==> config.mk <==
export PLATFORM = sky130hd
export DESIGN_NAME = adma_data_mover
export DESIGN_NICKNAME = d
export VERILOG_FILES = /design/src/rtl/adma_pkg.sv /design/src/rtl/adma_addr_counter.sv /design/src/rtl/adma_data_mover.sv
export SDC_FILE = /design/constraint.sdc
export NUM_CORES = 1
export LEC_CHECK = 0
export ABC_AREA = 1
export BUFFER_PORTS_ARGS = -buffer_cell sky130_fd_sc_hd__buf_2
export CORE_MARGIN = 1.5
export CORE_UTILIZATION = 40
export CTS_CLUSTER_SIZE = 28
export DETAILED_ROUTE_END_ITERATION = 12
export GPL_TIMING_DRIVEN = 0
export PLACE_DENSITY = 0.65
export SLEW_MARGIN = 5
export SYNTH_ARGS = -nofsm -noshare
export SYNTH_HDL_FRONTEND = slang
export SYNTH_SLANG_ARGS = --single-unit
==> constraint.sdc <==
create_clock -name CLK -period 1.8 [get_ports CLK]
set_input_delay 0.09 -clock CLK [delete_from_list [all_inputs] [get_ports CLK]]
set_output_delay 0.09 -clock CLK [all_outputs]
set_load 0.05 [all_outputs]
==> src/rtl/adma_pkg.sv <==
// Shared definitions for the ADMA data mover: FSM encoding, transfer direction
// codes and the default per-word address increment.
package adma_pkg;

  typedef enum logic [2:0] {
    ST_IDLE    = 3'd0,
    ST_RD_REQ  = 3'd1,
    ST_RD_PUSH = 3'd2,
    ST_WR      = 3'd3,
    ST_DONE    = 3'd4
  } adma_state_e;

  localparam logic DIR_RAM_TO_FIFO = 1'b1;
  localparam logic DIR_FIFO_TO_RAM = 1'b0;

  localparam int ADDR_STEP_DEFAULT = 4;

endpackage

==> src/rtl/adma_addr_counter.sv <==
// Loadable byte-address / word-count pair. Each step advances the address by
// one word and retires one word; last_o flags the final remaining word.
module adma_addr_counter
  import adma_pkg::*;
#(
  parameter int ADDR_W    = 64,
  parameter int CNT_W     = 16,
  parameter int ADDR_STEP = ADDR_STEP_DEFAULT
) (
  input  logic              clk_i,
  input  logic              rst_ni,
  input  logic              load_i,
  input  logic [ADDR_W-1:0] addr_init_i,
  input  logic [CNT_W-1:0]  count_init_i,
  input  logic              step_i,
  output logic [ADDR_W-1:0] addr_o,
  output logic              last_o
);

  logic [ADDR_W-1:0] addr_q, addr_d;
  logic [CNT_W-1:0]  count_q, count_d;

  // Address arithmetic wraps naturally at 2^ADDR_W.
  always_comb begin
    addr_d  = addr_q;
    count_d = count_q;
    if (load_i) begin
      addr_d  = addr_init_i;
      count_d = count_init_i;
    end else if (step_i) begin
      addr_d  = addr_q + ADDR_W'(ADDR_STEP);
      count_d = count_q - CNT_W'(1);
    end
  end

  always_ff @(posedge clk_i or negedge rst_ni) begin
    if (!rst_ni) begin
      addr_q  <= '0;
      count_q <= '0;
    end else begin
      addr_q  <= addr_d;
      count_q <= count_d;
    end
  end

  assign addr_o = addr_q;
  assign last_o = (count_q == CNT_W'(1));

endmodule

==> src/rtl/adma_data_mover.sv <==
// Word mover between system RAM and the SD data FIFO. RAM->FIFO takes two
// cycles per word (read request, then push); FIFO->RAM moves one word per cycle.
module adma_data_mover
  import adma_pkg::*;
#(
  parameter int DATA_W    = 32,
  parameter int ADDR_W    = 64,
  parameter int ADDR_STEP = ADDR_STEP_DEFAULT
) (
  input  logic              CLK,
  input  logic              RESET_L,
  input  logic              start,
  input  logic              direction,
  input  logic [15:0]       length,
  input  logic [ADDR_W-1:0] address_init,
  input  logic              abort,
  output logic [ADDR_W-1:0] ram_addr,
  output logic              ram_rd_en,
  input  logic [DATA_W-1:0] ram_rd_data,
  output logic              ram_wr_en,
  output logic [DATA_W-1:0] ram_wr_data,
  input  logic              fifo_full,
  input  logic              fifo_empty,
  output logic              fifo_push,
  output logic [DATA_W-1:0] fifo_wr_data,
  output logic              fifo_pop,
  input  logic [DATA_W-1:0] fifo_rd_data,
  output logic              busy,
  output logic              done
);

  adma_state_e       state_q, state_d;
  logic              dir_q, dir_d;
  logic [DATA_W-1:0] hold_q, hold_d;
  logic              first_q, first_d;
  logic              load_w, step_w, last_w;

  adma_addr_counter #(
    .ADDR_W    (ADDR_W),
    .CNT_W     (16),
    .ADDR_STEP (ADDR_STEP)
  ) u_addr_counter (
    .clk_i        (CLK),
    .rst_ni       (RESET_L),
    .load_i       (load_w),
    .addr_init_i  (address_init),
    .count_init_i (length),
    .step_i       (step_w),
    .addr_o       (ram_addr),
    .last_o       (last_w)
  );

  always_comb begin
    state_d   = state_q;
    dir_d     = dir_q;
    hold_d    = hold_q;
    first_d   = 1'b0;
    load_w    = 1'b0;
    step_w    = 1'b0;
    ram_rd_en = 1'b0;
    ram_wr_en = 1'b0;
    fifo_push = 1'b0;
    fifo_pop  = 1'b0;
    done      = 1'b0;

    case (state_q)
      ST_IDLE: begin
        if (start) begin
          load_w = 1'b1;
          dir_d  = direction;
          if (length == 16'd0)                    state_d = ST_DONE;
          else if (direction == DIR_RAM_TO_FIFO)  state_d = ST_RD_REQ;
          else                                    state_d = ST_WR;
        end
      end

      ST_RD_REQ: begin
        if (abort) begin
          state_d = ST_IDLE;
        end else if (!fifo_full) begin
          ram_rd_en = 1'b1;
          first_d   = 1'b1;
          state_d   = ST_RD_PUSH;
        end
      end

      // RAM data is only valid on the entry cycle, so it is parked in hold_q
      // in case the FIFO stalls the push.
      ST_RD_PUSH: begin
        if (first_q) hold_d = ram_rd_data;
        if (abort) begin
          state_d = ST_IDLE;
        end else if (!fifo_full) begin
          fifo_push = 1'b1;
          step_w    = 1'b1;
          if (last_w)                         state_d = ST_DONE;
          else if (dir_q == DIR_RAM_TO_FIFO)  state_d = ST_RD_REQ;
          else                                state_d = ST_WR;
        end
      end

      ST_WR: begin
        if (abort) begin
          state_d = ST_IDLE;
        end else if (!fifo_empty) begin
          fifo_pop  = 1'b1;
          ram_wr_en = 1'b1;
          step_w    = 1'b1;
          if (last_w)                         state_d = ST_DONE;
          else if (dir_q == DIR_FIFO_TO_RAM)  state_d = ST_WR;
          else                                state_d = ST_RD_REQ;
        end
      end

      ST_DONE: begin
        done    = 1'b1;
        state_d = ST_IDLE;
      end

      default: state_d = ST_IDLE;
    endcase
  end

  always_ff @(posedge CLK or negedge RESET_L) begin
    if (!RESET_L) begin
      state_q <= ST_IDLE;
      dir_q   <= DIR_FIFO_TO_RAM;
      hold_q  <= '0;
      first_q <= 1'b0;
    end else begin
      state_q <= state_d;
      dir_q   <= dir_d;
      hold_q  <= hold_d;
      first_q <= first_d;
    end
  end

  assign fifo_wr_data = first_q ? ram_rd_data : hold_q;
  assign ram_wr_data  = fifo_rd_data;
  assign busy         = (state_q != ST_IDLE);

endmodule
# After elaboration in Yosys (flattened, before gate mapping)
# Cells that the tools add are included.
# word_totals
input_bits	151
ff_bits	117
rom_bits	0
output_inout_bits	134
latch_bits	0
mem_bits_rw	0
n_memories	0
# classes
add_sub_neg	2
reduce_logical	6
n_mux	28
div_mod_pow	0
eq_ne	9
shift	0
bitwise	0
mul	0
n_lt_le_gt_ge	0
# op_table
op	count
2-to-1 mux 64 bit	2
adder 64 x 3 -> 64 bit (second input constant)	1
2-to-1 mux 16 bit	2
2-to-1 mux 32 bit	1
2-to-1 mux 3 bit	9
== test 16 x 1 -> 1 bit (second input constant)	1
logical NOT 16 bit	1
subtractor 16 x 1 -> 16 bit (second input constant)	1
one-hot mux 3 bit (4 select lines)	1
2-to-1 mux 1 bit	10
inequality test 3 bit (second input constant)	3
== test 3 x 2 -> 1 bit (second input constant)	2
2-to-1 mux 2 bit	2
AND reduction 4 bit	1
== test 3 x 1 -> 1 bit (second input constant)	1
== test 3 bit (second input constant)	1
logical NOT 3 bit	1
nonzero test 3 bit	1
inequality test 2 bit (second input constant)	1
one-hot mux 1 bit (2 select lines)	1
AND reduction 2 bit	1
nonzero test 2 bit	1

# Depth between registers and ports, before layout
# Gate-level depths: netlist of run 1.
# depth
word_depth	5
mapped_depth	12
depth_no_buf	12

# Cells and area by module
# A second synthesis of run 1 with hierarchy kept.
# hier_totals
cells_unflattened	1145
hier_area_um2	7936.4
# by_module_without_submodules
module	seq_area_each_um2	area_per_inst_um2	n_inst	cells_each
adma_addr_counter	2001.9	5639.2	1	838
adma_data_mover	925.9	2297.2	1	307

# Least setup slack after synthesis of run 1
# OpenSTA, ideal clock, no wires.
# synth_timing
path_kind	flip-flop to flip-flop
from	register first_q
to	register hold_q[23]
path_slack_ns	-0.323
stages_incl_launch_ff	6
period_less_slack_ns	2.123
arrival_time_ns	2.040
n_path_buf	2
t_required_ns	1.717
path_cell_list	dfrtp_1 -> clkbuf_1 -> clkbuf_1 -> o21ai_0 -> nand2_1 -> o21ai_0
# synth_via
elab_chain_len	1
# synth_lines
element	line_no	rtl
from (decl)	adma_data_mover.sv:35	logic first_q, first_d;
from (signal assigned)	adma_data_mover.sv:134	first_q <= first_d;
2-to-1 mux 32 bit	--	
via fifo_wr_data[23]	adma_data_mover.sv:25	output logic [DATA_W-1:0] fifo_wr_data,
to (signal assigned)	adma_data_mover.sv:133	hold_q <= hold_d;
to (decl)	adma_data_mover.sv:34	logic [DATA_W-1:0] hold_q, hold_d;
# The timed path passes the listed nets, and every way through them passes these cells.
# A chain may end at the register's enable or synchronous reset.

# Worst setup path in the final report of run 1
# layout_timing
from	register u_addr_counter.addr_q[2], in the netlist u_addr_counter.addr_o[2]
to	register u_addr_counter.addr_q[34], in the netlist u_addr_counter.addr_o[34]
# layout_via
elab_chain_len	3
# layout_lines
element	line_no	rtl
from (decl)	adma_addr_counter.sv:20	logic [ADDR_W-1:0] addr_q, addr_d;
from (signal assigned)	adma_addr_counter.sv:41	addr_q <= addr_d;
adder 64 x 3 -> 64 bit	adma_addr_counter.sv:31	addr_d = addr_q + ADDR_W'(ADDR_STEP);
2-to-1 mux 64 bit	adma_addr_counter.sv:30	end else if (step_i) begin
2-to-1 mux 64 bit	adma_addr_counter.sv:27	if (load_i) begin
# No other way between the ends. The select of a mux whose other input is x is not followed.

==> flow_summary.ini, run 1 <==
[routing]
drt_iter0_markers = 765
routed-via-count = 10300
total_routed_length_mm = 34.9
drt_pass1_iterations = 5
drt-vias-per-instance = 5.06
drt-wirelength-per-cell_um = 17.2
drc_errors = 0
ant_nets = 0

[power_and_ir_drop]
clockPowerShare_pct = 15.5
netSwitchingFraction_pct = 56.0
highest_ir_drop_seen_on_vdd_v = 0.00104
pwr-share-seq_pct = 24.9
powerDensity_nw_per_um2 = 1760
internal_power_mw = 9.63
power.share.combinational_pct = 59.6
netSwitchingPower_mw = 12.2
power.leakage_nw = 6.23

[logic_synthesis]
post_synth.cell_area_avg_um2 = 6.34
dominantRegCellSynth = dfrtp_1
dominant_combinational_cell_family_by_area_after_synthesis = simple AND/OR/NAND/NOR gates
synth_cells = 1380
yosys.area_share.adder_pct = 0.429
yosys-mux-area-fraction_pct = 0.343
async_flop_share_pct = 100
synth-seq-area-share_pct = 33.4
simple_gate_share_of_the_synthesized_area_pct = 38.4
synth.net_count = 1534
yosysWarnings = 0
netlist_top_cells_area = dfrtp_1 (33%), nand2_1 (17%), nor2_1 (8.4%), o21ai_0 (8.2%), inv_1 (8.0%)
netlist.top_cell.by_area = dfrtp_1
synth-seq-cells = 117
synth_compound_area_share_pct = 11.6
synth.distinct_cells = 41
yosysTopAreaCellShare_pct = 33.4
synth_edf_count = 0
netlist_area_um2 = 8760
synth_xor_xnor_area_share_pct = 1.90

[sta]
clock.fmax_mhz = 558
final_min_period_over_clock_period_pct = 99.5
setup_slack_ns = 0.00876
clock-skew-final_ns = 0.0100
report.final.hold_viol_count = 2
max_slew_margin_pct = 66.8
worst_pin_slew_ns = 0.498
setup_total_negative_slack_ns = 0
period_needed_ns = 1.79
final_max_tran_viols = 0
timing.hold.ws_ns = -0.00853
grt_setup_unrepaired = true
final-setup-viol-count = 0

[clocking]
cts-root-to-sink-buffers = 2
tritoncts = built
tritoncts_num_sinks = 117
cts.clk_slew.worst_paths_ns = 0.06
worst_skew_pair.late_latency_ns = 0.43
tritoncts.num_buffers = 17
cts_h_tree_lvls = 4
clock-root-buffer = clkbuf_16

[layout]
fin_util_pct = 58.6
drive_gt1_share_pct = 31.4
diodes = 0
area_growth_syn_to_layout_pct = 42.1
instances_no_fill = 2035
final_net_count = 1901

[floorplanning]
dieWidth_um = 151
floorplan.rows = 53
floorplan.io_pins = 285
core_area_um2 = 21200
effective_utilization_at_floorplan_pct = 41.3
floorplan.die_area_um2 = 22800
die_y_um = 151

[critical_path]
worst_ep_required_time_ns = 2.16
cp_cell_sequence = ha_4 > nand2_4 > nor2_4 > nand2_4 > nor2_4 > nand4_1 > nor2_1 > nand2_1 > nand2_1 > inv_1 > nor2_1
worst_ep_arrival_time_ns = 2.15
path_buf_inv = 1
worstSetupStartpointType = flip-flop
crit_path_end_kind = flip-flop
timing.reg2reg.setup_slack_ns = 0.009
worstPathMaxFanout = 6
delay_of_the_slowest_cell_on_the_worst_path_ns = 0.40
critPathKind = reg -> reg
critPathTopFamily = simple AND/OR/NAND/NOR gates
worst_path_max_delay_cell = dfrtp_2

[flow_run]
max-cap-violations = 0

[global_routing]
grt_use_total_pct = 30.1
number_of_antenna_violations_at_the_first_check_in_global_routing = 0
overflow = 0
grt_start_max_net_pins = 90
grt_pass1_wl_mm = 51.1
number_of_global_route_vias_before_repair = 9333

[status]
failed_checks = negative hold slack
outcome = complete, but fails checks

[placed_design]
numPortBuffers = 252
gp_congestion = 0.957
dp_cells = 1908
post_place_setup_slack_ns = -0.249
post-dp-hpwl_mm = 26.3

[worst_hold_path]
min_delay_path_class = in -> reg
## path summary, 6_finish.rpt
kind,startpoint,endpoint,depth (start not counted)
worst max-delay path,u_addr_counter.addr_o[2],u_addr_counter.addr_o[34],11
max in group asynchronous,RESET_L,u_addr_counter.addr_o[7],3
worst max register to register,u_addr_counter.addr_o[2],u_addr_counter.addr_o[34],11
worst min-delay path,address_init[53],u_addr_counter.addr_o[53],5
min in group asynchronous,RESET_L,u_addr_counter.addr_o[42],2
worst min register to register,u_addr_counter.addr_o[0],u_addr_counter.addr_o[0],2
## repair_timing
| action | 4_1_cts | 5_1_grt |
|---|---|---|
| gates resized for setup | 49 | 174 |
| buffers inserted | 12 | 20 |
| endpoints found under the hold margin | 179 | 1 |
| endpoints found under the setup margin | 85 | 106 |
| pin swaps | 6 | 26 |
| hold buffers | 63 | 1 |
## registers in the layout (all words and copies together), names as in the netlist
signal                  cells
dir_q                       1
u_addr_counter.count_q     16
hold_q                     32
first_q                     1
u_addr_counter.addr_o      64
state_q                     3
## Yosys cell counts, types with 4 or more instances
master,count
xor2_1,13
nor2_1,195
nand2_2,4
a31oi_1,5
nor2_2,8
nand3_2,4
nor3_2,5
nand4_1,14
nor3_1,15
inv_2,4
xnor2_1,6
nand3_1,99
inv_1,187
or2_2,20
clkbuf_1,11
o211ai_1,5
nor2_4,6
o22ai_1,16
a21oi_1,5
nand3b_1,9
a211oi_1,4
dfrtp_1,117
buf_6,4
o21ai_0,144
nand2_1,390
o21ai_1,7
buf_2,25
buf_4,36
## cell type report
type / count / area (um2)
timing repair buffer: 349 / 2280
multi-input combinational: 992 / 4980
clock buffer: 19 / 453
sequential: 117 / 2980
tap: 275 / 344
inverter: 191 / 719
fill: 2126 / 8780
clock inverter: 13 / 123
buffer: 79 / 552
## metrics by stage
| step | instance area, um2 | total power, mW | hold WS [ns] |
|---|---|---|---|
| 5_1_grt | 12400 | 23.2 | 0.0179 |
| 6_report | 12400 | 21.9 | -0.00853 |
| 3_5_place_dp | 10400 | 17.1 | -0.00913 |
| 4_1_cts | 11900 | 21.0 | 0.0000776 |
| 2_1_floorplan | 8790 | 13.6 | -0.206 |
| 3_3_place_gp | 10400 | 17.0 | 0.293 |
## placed cells by master (no fill, tap or decap), types with 13 or more instances in the layout
master	Yosys	layout
nand2_1	390	373
buf_2	25	233
inv_1	187	186
nor2_1	195	165
o21ai_0	144	107
nand3_1	99	93
buf_4	36	83
dfrtp_1	117	72
dlygate4sd3_1	0	64
dfrtp_2	0	45
o21ai_1	7	42
nor2_4	6	25
clkbuf_4	0	24
or2_2	20	20
nor2_2	8	19
nand2_2	4	18
clkbuf_16	0	17
o22ai_1	16	16
nand4_1	14	14
xor2_1	13	13
## logic make-up after synthesis
logic type	Yosys count
AO/OA/AOI/OAI	191
XOR/XNOR	19
adder cells (fa/ha/maj)	3
buffers and inverters	271
flip-flops	117
multiplexers	3
AND/OR/NAND/NOR	776
## power groups by stage
stage                     clock network, mW  logic (mW)  registers [mW]
after floorplan                           0        6.44            7.16
after global placement                    0        11.7            5.29
after detailed placement                  0        11.8            5.31
after CTS                              3.42        12.2            5.28
after global routing                   3.53        14.1            5.56
final                                  3.40        13.0            5.44
## worst register-to-register path, delay by kind of cell (launching register included)
family                     cells  cell delay [ns]
adders and majority gates      1             0.16
and+or+nand+nor                9             1.12
buffers and inverters          1             0.04
DFF                            1             0.40
## routing by layer
layer | share of wire, % | track usage, %
met3 | 8.8 | 6.36
met2 | 45 | 47.9
met5 | 0 | 0
met1 | 43 | 40.0
met4 | 3.1 | 11.5
(Power assumes the default switching activity.)
==> run 2: changes to the inputs <==
Clock period 1.8 ns to 2.18 ns, I/O delays scaled along.
==> flow_summary.ini, run 2 (synthesized netlist as in run 1, its figures left out) <==
[status]
outcome = complete, but fails checks
failed_checks = negative hold slack

[global_routing]
grt_pass1_wl_mm = 51.5
grtUsageMet1_pct = 41.0
global_route.peak_usage_layer = met2
grt_use_total_pct = 30.3
number_of_antenna_violations_at_the_first_check_in_global_routing = 0
gr-usage-met3_pct = 5.15
met2_usage_pct = 49.1
number_of_global_route_vias_before_repair = 9283
overflow = 0
grt_start_max_net_pins = 75

[layout]
area.sequential_um2 = 2930
area_growth_syn_to_layout_pct = 30.6
diodes = 0
final_net_count = 1851
largest_register_ff_count = 64
mostFrequentLayoutCells = nand2_1 (389), buf_2 (276), nor2_1 (193)
drive_gt1_share_pct = 24.3
layout.cells.most_common = nand2_1
instances_no_fill = 1984
multi_input_area_um2 = 4640
nFillCells = 2205
fin_util_pct = 53.9

[floorplanning]
die_y_um = 151
floorplan.die_area_um2 = 22800
dieWidth_um = 151
floorplan.rows = 53
floorplan.io_pins = 285
core_area_um2 = 21200
effective_utilization_at_floorplan_pct = 41.3

[clocking]
tritoncts = built
tritoncts_num_sinks = 117
tritoncts.num_buffers = 17
clock-root-buffer = clkbuf_16
cts-root-to-sink-buffers = 2
cts_h_tree_lvls = 4
worst_skew_pair.late_latency_ns = 0.44
cts.clk_slew.worst_paths_ns = 0.07

[power_and_ir_drop]
netSwitchingPower_mw = 9.75
internal_power_mw = 7.32
design_power_total_mw = 17.1
clockPowerShare_pct = 16.1
power.share.combinational_pct = 58.0
netSwitchingFraction_pct = 57.1
highest_ir_drop_seen_on_vdd_v = 0.000681
power.leakage_nw = 5.90
powerDensity_nw_per_um2 = 1490
pwr-share-seq_pct = 25.9

[routing]
drc_errors = 0
routed-via-count = 10100
ant_nets = 0
total_routed_length_mm = 34.2
drt_pass1_iterations = 5
drt_iter0_markers = 788
drt-vias-per-instance = 5.09
drt-wirelength-per-cell_um = 17.2

[sta]
max_slew_margin_pct = 63.0
worst_pin_slew_ns = 0.555
clock.fmax_mhz = 479
final_min_period_over_clock_period_pct = 95.8
clock-skew-final_ns = 0.0145
report.final.hold_viol_count = 1
final_max_tran_viols = 0
final-setup-viol-count = 0
period_needed_ns = 2.09
timing.hold.ws_ns = -0.00271
grt_setup_unrepaired = false

[placed_design]
dp_cells = 1908
post-dp-hpwl_mm = 26.8
gp_congestion = 0.977
numPortBuffers = 252

[critical_path]
worstPathMaxFanout = 5
worst_ep_required_time_ns = 2.50
worst_ep_arrival_time_ns = 2.41
critPathKind = reg -> reg
worstSetupStartpointType = flip-flop
reg2reg_depth = 10
crit_path_end_kind = flip-flop

[flow_run]
max-cap-violations = 0

[worst_hold_path]
min_delay_path_class = in -> reg
min_delay_path_depth = 3
[run 2: final timing paths]
path | from | endpoint | slack, ns
hold / removal | address_init[14] | u_addr_counter.addr_o[14] | -0.003
hold reg to reg | u_addr_counter.addr_o[0] | u_addr_counter.addr_o[0] | 0.48
min in group asynchronous | RESET_L | u_addr_counter.addr_o[40] | 0.19
setup / recovery | u_addr_counter.addr_o[3] | u_addr_counter.addr_o[36] | 0.09
max in group asynchronous | RESET_L | u_addr_counter.count_q[0] | 1.25
setup reg to reg | u_addr_counter.addr_o[3] | u_addr_counter.addr_o[36] | 0.09
[run 2: area by class of cell]
class                      count  share of cell area, %
tap                          275                   3.01
inverter                     191                   6.27
multi-input combinational    992                   40.6
sequential                   117                   25.6
clock inverter                13                   1.09
timing repair buffer         299                   15.3
clock buffer                  18                   3.84
buffer                        79                   4.33
[run 2: worst max-delay path: stages (launching register included)]
cell,delay [ns]
dfrtp_2,0.42
ha_2,0.26
nand2_1,0.12
nor2_4,0.23
nand3_2,0.21
inv_1,0.10
nand2_1,0.07
o21ai_0,0.28
nand3_1,0.15
nand2_1,0.08
nand2_1,0.04
[run 2: power groups by stage]
| stage | Combinational, mW | Clock, mW | Sequential [mW] |
|---|---|---|---|
| 2_1_floorplan | 5.30 | 0 | 5.88 |
| 3_3_place_gp | 9.60 | 0 | 4.38 |
| 3_5_place_dp | 9.74 | 0 | 4.39 |
| 4_1_cts | 9.84 | 2.78 | 4.38 |
| 5_1_grt | 10.8 | 2.87 | 4.54 |
| 6_report | 9.90 | 2.75 | 4.42 |
[run 2: through the flow]
stage          setup slack [ns]  hold slack (ns)  area, um2  TNS, ns
2_1_floorplan            0.0570           -0.187       8760        0
3_3_place_gp             -0.644            0.311      10400   -73.98
3_5_place_dp            -0.0762           0.0852      10400   -0.280
4_1_cts                  0.0573          0.00221      11400        0
5_1_grt                  0.0268           0.0133      11400        0
6_report                 0.0918         -0.00271      11400        0
[run 2: layer usage]
layer,vias up,routed length [um]
met5,-,0
met4,0,784
met3,50,2760
met2,467,15500
met1,4633,15100
li1,4949,-
[run 2: repair_timing]
item | in CTS | in global routing
endpoints found under the setup margin | 20 | 12
setup buffers | 2 | 1
pin swaps | 1 | 1
hold buffers | 43 | 0
gates resized for setup | 4 | 7
hold endpoints to repair | 85 | 0
